$ cat config.mk
export PLATFORM = sky130hd
export DESIGN_NAME = frame_analyzer
export DESIGN_NICKNAME = d
export VERILOG_FILES = /design/src/rtl/frame_analyzer.sv
export SDC_FILE = /design/constraint.sdc
export NUM_CORES = 1
export LEC_CHECK = 0
export ABC_AREA = 1
export CORE_MARGIN = 2
export CORE_UTILIZATION = 40
export DETAILED_ROUTE_END_ITERATION = 8
export PLACE_DENSITY = 0.6
export SKIP_CTS_REPAIR_TIMING = 1
export SLEW_MARGIN = 10
export SYNTH_ARGS = -nofsm -noshare
export SYNTH_HDL_FRONTEND = slang
export SYNTH_SLANG_ARGS = --single-unit
$ cat constraint.sdc
create_clock -name clk -period 6.3 [get_ports clk]
set_input_delay 0.63 -clock clk [delete_from_list [all_inputs] [get_ports clk]]
set_output_delay 0.63 -clock clk [all_outputs]
set_load 0.01 [all_outputs]
$ cat src/rtl/frame_analyzer.sv
// rtl/frame_analyzer.sv - per-frame lit-pixel statistics from a sync/rgb video stream
// Raster position is rebuilt from registered syncs; one result per frame leaves on a valid/ready port.
module frame_analyzer #(
  parameter int SYNC_ACTIVE_HIGH = 1,
  parameter int H_ACTIVE         = 640,
  parameter int H_BACK           = 48,
  parameter int V_ACTIVE         = 480,
  parameter int V_BACK           = 33
) (
  input  logic        clk,
  input  logic        reset,
  input  logic        hsync,
  input  logic        vsync,
  input  logic [2:0]  rgb,
  output logic        res_valid,
  input  logic        res_ready,
  output logic [18:0] res_count,
  output logic [9:0]  res_xmin,
  output logic [9:0]  res_xmax,
  output logic [9:0]  res_ymin,
  output logic [9:0]  res_ymax,
  output logic        res_empty,
  output logic [9:0]  res_lines,
  output logic        res_err,
  output logic        overrun
);

  typedef enum logic [1:0] {S_UNLOCKED, S_RUN, S_HALT} state_t;

  localparam logic        SYNC_ON  = (SYNC_ACTIVE_HIGH != 0);
  localparam logic        SYNC_OFF = ~SYNC_ON;
  localparam logic [10:0] H_LO     = 11'(H_BACK);
  localparam logic [10:0] H_HI     = 11'(H_BACK + H_ACTIVE);
  localparam logic [10:0] V_LO     = 11'(V_BACK);
  localparam logic [10:0] V_HI     = 11'(V_BACK + V_ACTIVE);

  logic       r_hs_q, r_vs_q, r_hs_d, r_vs_d;
  logic [2:0] r_rgb_q;
  logic [9:0] r_hcount, r_vcount, w_hcount, w_vcount;
  logic       w_h_deassert, w_v_deassert, w_v_assert, w_hsat;
  logic       w_pix_lit, w_acc, w_publish;
  logic [9:0] w_x, w_y;
  state_t     r_state, w_state_nxt;

  logic [18:0] r_count;
  logic [9:0]  r_xmin, r_xmax, r_ymin, r_ymax, r_lines;
  logic        r_empty, r_err;

  assign w_h_deassert = (r_hs_q == SYNC_OFF) && (r_hs_d == SYNC_ON);
  assign w_v_deassert = (r_vs_q == SYNC_OFF) && (r_vs_d == SYNC_ON);
  assign w_v_assert   = (r_vs_q == SYNC_ON)  && (r_vs_d == SYNC_OFF);

  // Counters are resolved combinationally so an event cycle itself already sees hcount/vcount 0.
  always_comb begin
    w_hsat   = 1'b0;
    w_hcount = r_hcount + 10'd1;
    if (w_h_deassert) begin
      w_hcount = '0;
    end else if (r_hcount == 10'h3FF) begin
      w_hcount = r_hcount;
      w_hsat   = 1'b1;
    end
    w_vcount = r_vcount;
    if (w_v_deassert) begin
      w_vcount = '0;
    end else if (w_h_deassert && (r_vcount != 10'h3FF)) begin
      w_vcount = r_vcount + 10'd1;
    end
  end

  assign w_x = w_hcount - H_LO[9:0];
  assign w_y = w_vcount - V_LO[9:0];
  assign w_pix_lit = (r_hs_q == SYNC_OFF) && (r_vs_q == SYNC_OFF) && (r_rgb_q != 3'd0) &&
                     ({1'b0, w_hcount} >= H_LO) && ({1'b0, w_hcount} < H_HI) &&
                     ({1'b0, w_vcount} >= V_LO) && ({1'b0, w_vcount} < V_HI);

  always_ff @(posedge clk or negedge reset) begin
    if (!reset) begin
      r_hs_q   <= SYNC_OFF;
      r_vs_q   <= SYNC_OFF;
      r_hs_d   <= SYNC_OFF;
      r_vs_d   <= SYNC_OFF;
      r_rgb_q  <= '0;
      r_hcount <= '0;
      r_vcount <= '0;
      r_state  <= S_UNLOCKED;
    end else begin
      r_hs_q   <= hsync;
      r_vs_q   <= vsync;
      r_hs_d   <= r_hs_q;
      r_vs_d   <= r_vs_q;
      r_rgb_q  <= rgb;
      r_hcount <= w_hcount;
      r_vcount <= w_vcount;
      r_state  <= w_state_nxt;
    end
  end

  always_comb begin
    w_state_nxt = r_state;
    w_publish   = 1'b0;
    case (r_state)
      S_UNLOCKED: if (w_v_deassert) w_state_nxt = S_RUN;
      S_RUN: begin
        if (w_v_assert) begin
          w_state_nxt = S_HALT;
          w_publish   = 1'b1;
        end
      end
      S_HALT:     if (w_v_deassert) w_state_nxt = S_RUN;
      default:    w_state_nxt = S_UNLOCKED;
    endcase
  end

  assign w_acc = (r_state == S_RUN) && !w_v_deassert;

  always_ff @(posedge clk or negedge reset) begin
    if (!reset) begin
      r_count <= '0;
      r_xmin  <= '0;
      r_xmax  <= '0;
      r_ymin  <= '0;
      r_ymax  <= '0;
      r_lines <= '0;
      r_empty <= 1'b1;
      r_err   <= 1'b0;
    end else if (w_v_deassert) begin
      r_count <= '0;
      r_xmin  <= '0;
      r_xmax  <= '0;
      r_ymin  <= '0;
      r_ymax  <= '0;
      r_lines <= '0;
      r_empty <= 1'b1;
      r_err   <= 1'b0;
    end else if (w_acc) begin
      if (w_hsat) r_err <= 1'b1;
      if (w_h_deassert && (r_lines != 10'h3FF)) r_lines <= r_lines + 10'd1;
      if (w_pix_lit) begin
        if (r_count != 19'h7FFFF) r_count <= r_count + 19'd1;
        r_empty <= 1'b0;
        if (r_empty || (w_x < r_xmin)) r_xmin <= w_x;
        if (r_empty || (w_x > r_xmax)) r_xmax <= w_x;
        if (r_empty || (w_y < r_ymin)) r_ymin <= w_y;
        if (r_empty || (w_y > r_ymax)) r_ymax <= w_y;
      end
    end
  end

  // A result arriving while the previous one is still unaccepted is dropped, not queued.
  always_ff @(posedge clk or negedge reset) begin
    if (!reset) begin
      res_valid <= 1'b0;
      res_count <= '0;
      res_xmin  <= '0;
      res_xmax  <= '0;
      res_ymin  <= '0;
      res_ymax  <= '0;
      res_empty <= 1'b0;
      res_lines <= '0;
      res_err   <= 1'b0;
      overrun   <= 1'b0;
    end else if (w_publish && (!res_valid || res_ready)) begin
      res_valid <= 1'b1;
      res_count <= r_count;
      res_xmin  <= r_xmin;
      res_xmax  <= r_xmax;
      res_ymin  <= r_ymin;
      res_ymax  <= r_ymax;
      res_empty <= r_empty;
      res_lines <= r_lines;
      res_err   <= r_err;
    end else begin
      if (w_publish) overrun <= 1'b1;
      if (res_valid && res_ready) res_valid <= 1'b0;
    end
  end

endmodule

==> results.md <==
- Total global routing overflow: 0
- Grt peak-use layer: met2
- Finish-stage setup viols: 0
- Number of antenna violations at the first check in global routing: 0
- Vias: 7388
- CP endpoint: r_ymax[0]
- Logic depth of the worst setup path including buffers: 24
- Switching part of the total: 34.1%
- Total number of placement rows: 55
- Number of failing hold endpoints at the final stage: 0
- H-Tree Level Count: 4
- Warning count from the yosys run: 0
- Insertion delay of the later-clocked pin in the worst-skew pair: 0.45 ns
- Count of buffer and inverter cells on the critical path: 2
- Register-to-register setup slack: 1.80 ns
- Required time of the critical path: 6.63 ns
- Share of the core filled with cells: 47.7%
- Max Clock Freq: 222 MHz
- Clock network power share: 29.3%
- Transition time of the tightest slew-check pin: 1.02 ns
- Sinks on the clock net: 173
- Internal power component: 2520 uW
- Arrival time at the worst endpoint: 4.83 ns
- GR met2 Demand/Resource: 30.8%
- Max-slew violation total from the final report: 0
- RR Startpoint: r_vcount[0]
- Portion of the post-synthesis area used by sequential elements: 47.9%
- Post-detailed-placement half-perimeter wirelength: 15200 um
- Synth cell types: 38
- Number of cells on the worst reg-to-reg path: 24
- Total routing resource utilization after global routing: 18.8%
- Via count of the first global-routing pass: 7170
- Total Routed Length: 21400 um
- Antenna-violating nets left: 0
- Path type of the worst setup path: flip-flop to flip-flop
- Layout area overhead: 18.4%
- Worst clock skew: 0.0176 ns
- Flip-flop and latch count after synthesis: 173
- Min-delay worst type: primary input to asynchronous set/reset pin
- Startpoint Class: flip-flop
- Avg Inst Size Synth: 8.08 sq um
- Minimum period implied by the final worst setup slack: 4.50 ns
- Slowest cell delay on critical path: 0.61 ns
- Count of input and output buffers: 80
- Routed wire per std cell: 14.4 um
- Total Negative Setup Slacks: 0 ns
- Post-synth EDFFs: 0
- Maximum vdd drop: 0.000195 V
- Number of cells produced by synthesis: 1119
- Number of buffers added by the clock tree synthesis step: 17
- Core region area: 22400 sq um
- RSZ-0062 raised after global routing: no
- Delay-heaviest family, CP: simple AND/OR/NAND/NOR gates
- M3 GR Usage: 3.00%
- Post-synthesis net count: 1172
- Power per cell area: 357 nW/um^2
- Filler cell count in the final layout: 2164
- CTS Buffer Depth: 2
- Syn Std Cell Area: 9040 sq um
- Initial standard-cell utilization of the core: 40.3%
- Library cell used as clock root buffer: sky130_fd_sc_hd__clkbuf_16
- Via/cell ratio: 4.97
- Total non-filler cell area in the finished layout: 10700 sq um
- Register clock-pin slew on the reported worst setup and hold paths: 0.07 ns
- Result of the run: complete, no violations
- Global routing met1 resource utilization: 25.0%
- Dominant register cell in the synthesized netlist: sky130_fd_sc_hd__dfrtp_1
- TritonCTS clock tree: built
- First-pass iteration count of the detailed router: 5
- Period Utilization, post-route: 71.4%
- Final-stage net count: 1243
- Reg-to-reg endpoint: r_ymax[0]
- Residual DRC: 0
- Share of synthesized registers carrying an async set or reset: 100%
- Largest net degree at the start of global routing: 108
- Standby leakage power: 0.00527 uW
- Series of cell instances along the critical path: ha_1, nand2_2, nor2_4, nand2_2, nand2_2, nand2_1, nand3_1, ha_1, nand2_1, inv_2, nand3_2, nand2_2, xor2_1, inv_1, ha_1, nand4_1, nor3_1, o21ai_0, o2111ai_1, nand2_1, a21oi_1, nand2_2, nand2_1, nand2_1
- Endpoint class of the critical path: flip-flop
- Number of antenna cells inserted: 0
- Io pins: 81
- Worst relative slew slack: 32.0%
- Max-Cap Viols: 0
- RePlAce Congestion: 0.867
- Largest fanout on the critical path: 11
- Timing startpoint of the critical path: r_vcount[0]
- Share of cells above drive strength 1: 6.57%
- Switch Pwr: 1300 uW
- Combinational cell fraction of total power: 30.9%
- Final Worst Setup Slack: 1.80 ns
- Die H: 154 um
- Sequential cell fraction of total power: 39.8%
- Die span in x: 154 um
- Critical Path Slowest Stage Cell: sky130_fd_sc_hd__a21oi_1
- Global-route wire length before repair: 35700 um
- Placed instance area: 10100 sq um
- Area of the die: 23800 sq um
- Starting DRT DRC Count: 418
- DP Worst Slack: 1.83 ns
## registers in the layout, indices dropped and copies added (netlist names), 2 cells and up
| register | flops |
|---|---|
| r_count | 19 |
| res_count | 19 |
| r_hcount | 10 |
| r_lines | 10 |
| r_vcount | 10 |
| r_xmax | 10 |
| r_xmin | 10 |
| r_ymax | 10 |
| r_ymin | 10 |
| res_lines | 10 |
| res_xmax | 10 |
| res_xmin | 10 |
| res_ymax | 10 |
| res_ymin | 10 |
| r_rgb_q | 3 |
| r_state | 2 |
## metal layers
| layer | wire length [um] | vias to the layer above |
|---|---|---|
| met2 | 10200 | 109 |
| li1 | - | 3773 |
| met4 | 538 | 0 |
| met3 | 493 | 36 |
| met1 | 10100 | 3470 |
| met5 | 0 | - |
## layout make-up
type | instances | area [sq um] | area share (%)
timing repair buffer | 88 | 862 | 8.05
tap | 285 | 357 | 3.33
clock buffer | 18 | 439 | 4.10
sequential | 173 | 4330 | 40.4
clock inverter | 13 | 176 | 1.65
multi-input combinational | 772 | 4020 | 37.6
inverter | 138 | 518 | 4.84
## synth_stat cells (3+ instances only)
library cell	count	area (sq um)
sky130_fd_sc_hd__nand3b_1	5	37.5
sky130_fd_sc_hd__clkbuf_1	26	97.6
sky130_fd_sc_hd__nor3_1	23	115
sky130_fd_sc_hd__mux2_2	15	169
sky130_fd_sc_hd__nor4_1	5	31.3
sky130_fd_sc_hd__ha_1	45	563
sky130_fd_sc_hd__nand3_2	5	50.1
sky130_fd_sc_hd__o21ai_0	79	395
sky130_fd_sc_hd__buf_6	5	56.3
sky130_fd_sc_hd__dfrtp_1	172	4300
sky130_fd_sc_hd__nor3b_1	3	22.5
sky130_fd_sc_hd__a21oi_1	41	205
sky130_fd_sc_hd__xor2_1	11	96.3
sky130_fd_sc_hd__nand2_1	319	1200
sky130_fd_sc_hd__nand3_1	99	495
sky130_fd_sc_hd__nand2_2	10	62.6
sky130_fd_sc_hd__xnor2_1	5	43.8
sky130_fd_sc_hd__inv_1	135	507
sky130_fd_sc_hd__nor2_1	66	248
sky130_fd_sc_hd__nand4_1	25	156
## cell families after synthesis
| family | after synthesis | synth area share [%] |
|---|---|---|
| flops | 173 | 47.9 |
| compound gates | 132 | 7.69 |
| simple gates | 564 | 27.0 |
| xor+xnor | 16 | 1.55 |
| mux | 15 | 1.87 |
| buf+inv | 174 | 7.75 |
| fa+ha+maj | 45 | 6.22 |
## power by group through the flow
stage | Combinational (uW) | Clock [uW] | Sequential (uW)
after floorplan | 652 | 0 | 1570
after global placement | 1170 | 0 | 1540
after detailed placement | 1190 | 0 | 1540
after CTS | 1190 | 1150 | 1520
after global routing | 1350 | 1190 | 1560
final | 1180 | 1120 | 1520
## how the worst min path moves through the flow
stage | from | to | slack, ns | cells past startpoint
2_1_floorplan | reset | overrun | 0.33 | 0
3_3_place_gp | r_hs_q | r_hs_d | 0.40 | 0
3_5_place_dp | r_hs_q | r_hs_d | 0.40 | 0
4_1_cts | reset | res_ymin[0] | 0.38 | 1
5_1_grt | reset | res_ymin[0] | 0.43 | 1
6_report | reset | res_ymin[0] | 0.29 | 1
## cell usage in the layout (no fill, tap or decap), drive strengths merged, types with 2 or more instances in the layout
cell type,Yosys,routed
dfrtp,172,172
nor3,23,23
o21ai,79,79
o2111ai,2,2
nor3b,3,3
a21oi,42,42
bufinv,0,3
nand3,104,104
ha,45,45
and3,2,2
o31ai,2,2
nand2,329,329
clkdlybuf4s50,0,79
clkinv,1,3
xnor2,5,5
clkbuf,26,18
nand4,25,25
nor4,5,5
inv,137,142
clkinvlp,0,3
nor2,67,67
buf,10,9
xor2,11,11
a21o,2,2
mux2,15,15
nand3b,5,5
## per-stage QoR
step	total power, uW	std cells	hold slack, ns
2_1_floorplan	2220	1119	0.334
3_3_place_gp	2700	1456	0.405
3_5_place_dp	2730	1456	0.402
4_1_cts	3870	1487	0.376
5_1_grt	4100	1487	0.429
6_report	3820	1487	0.294
Note: power is estimated with default switching activity, not from simulation.
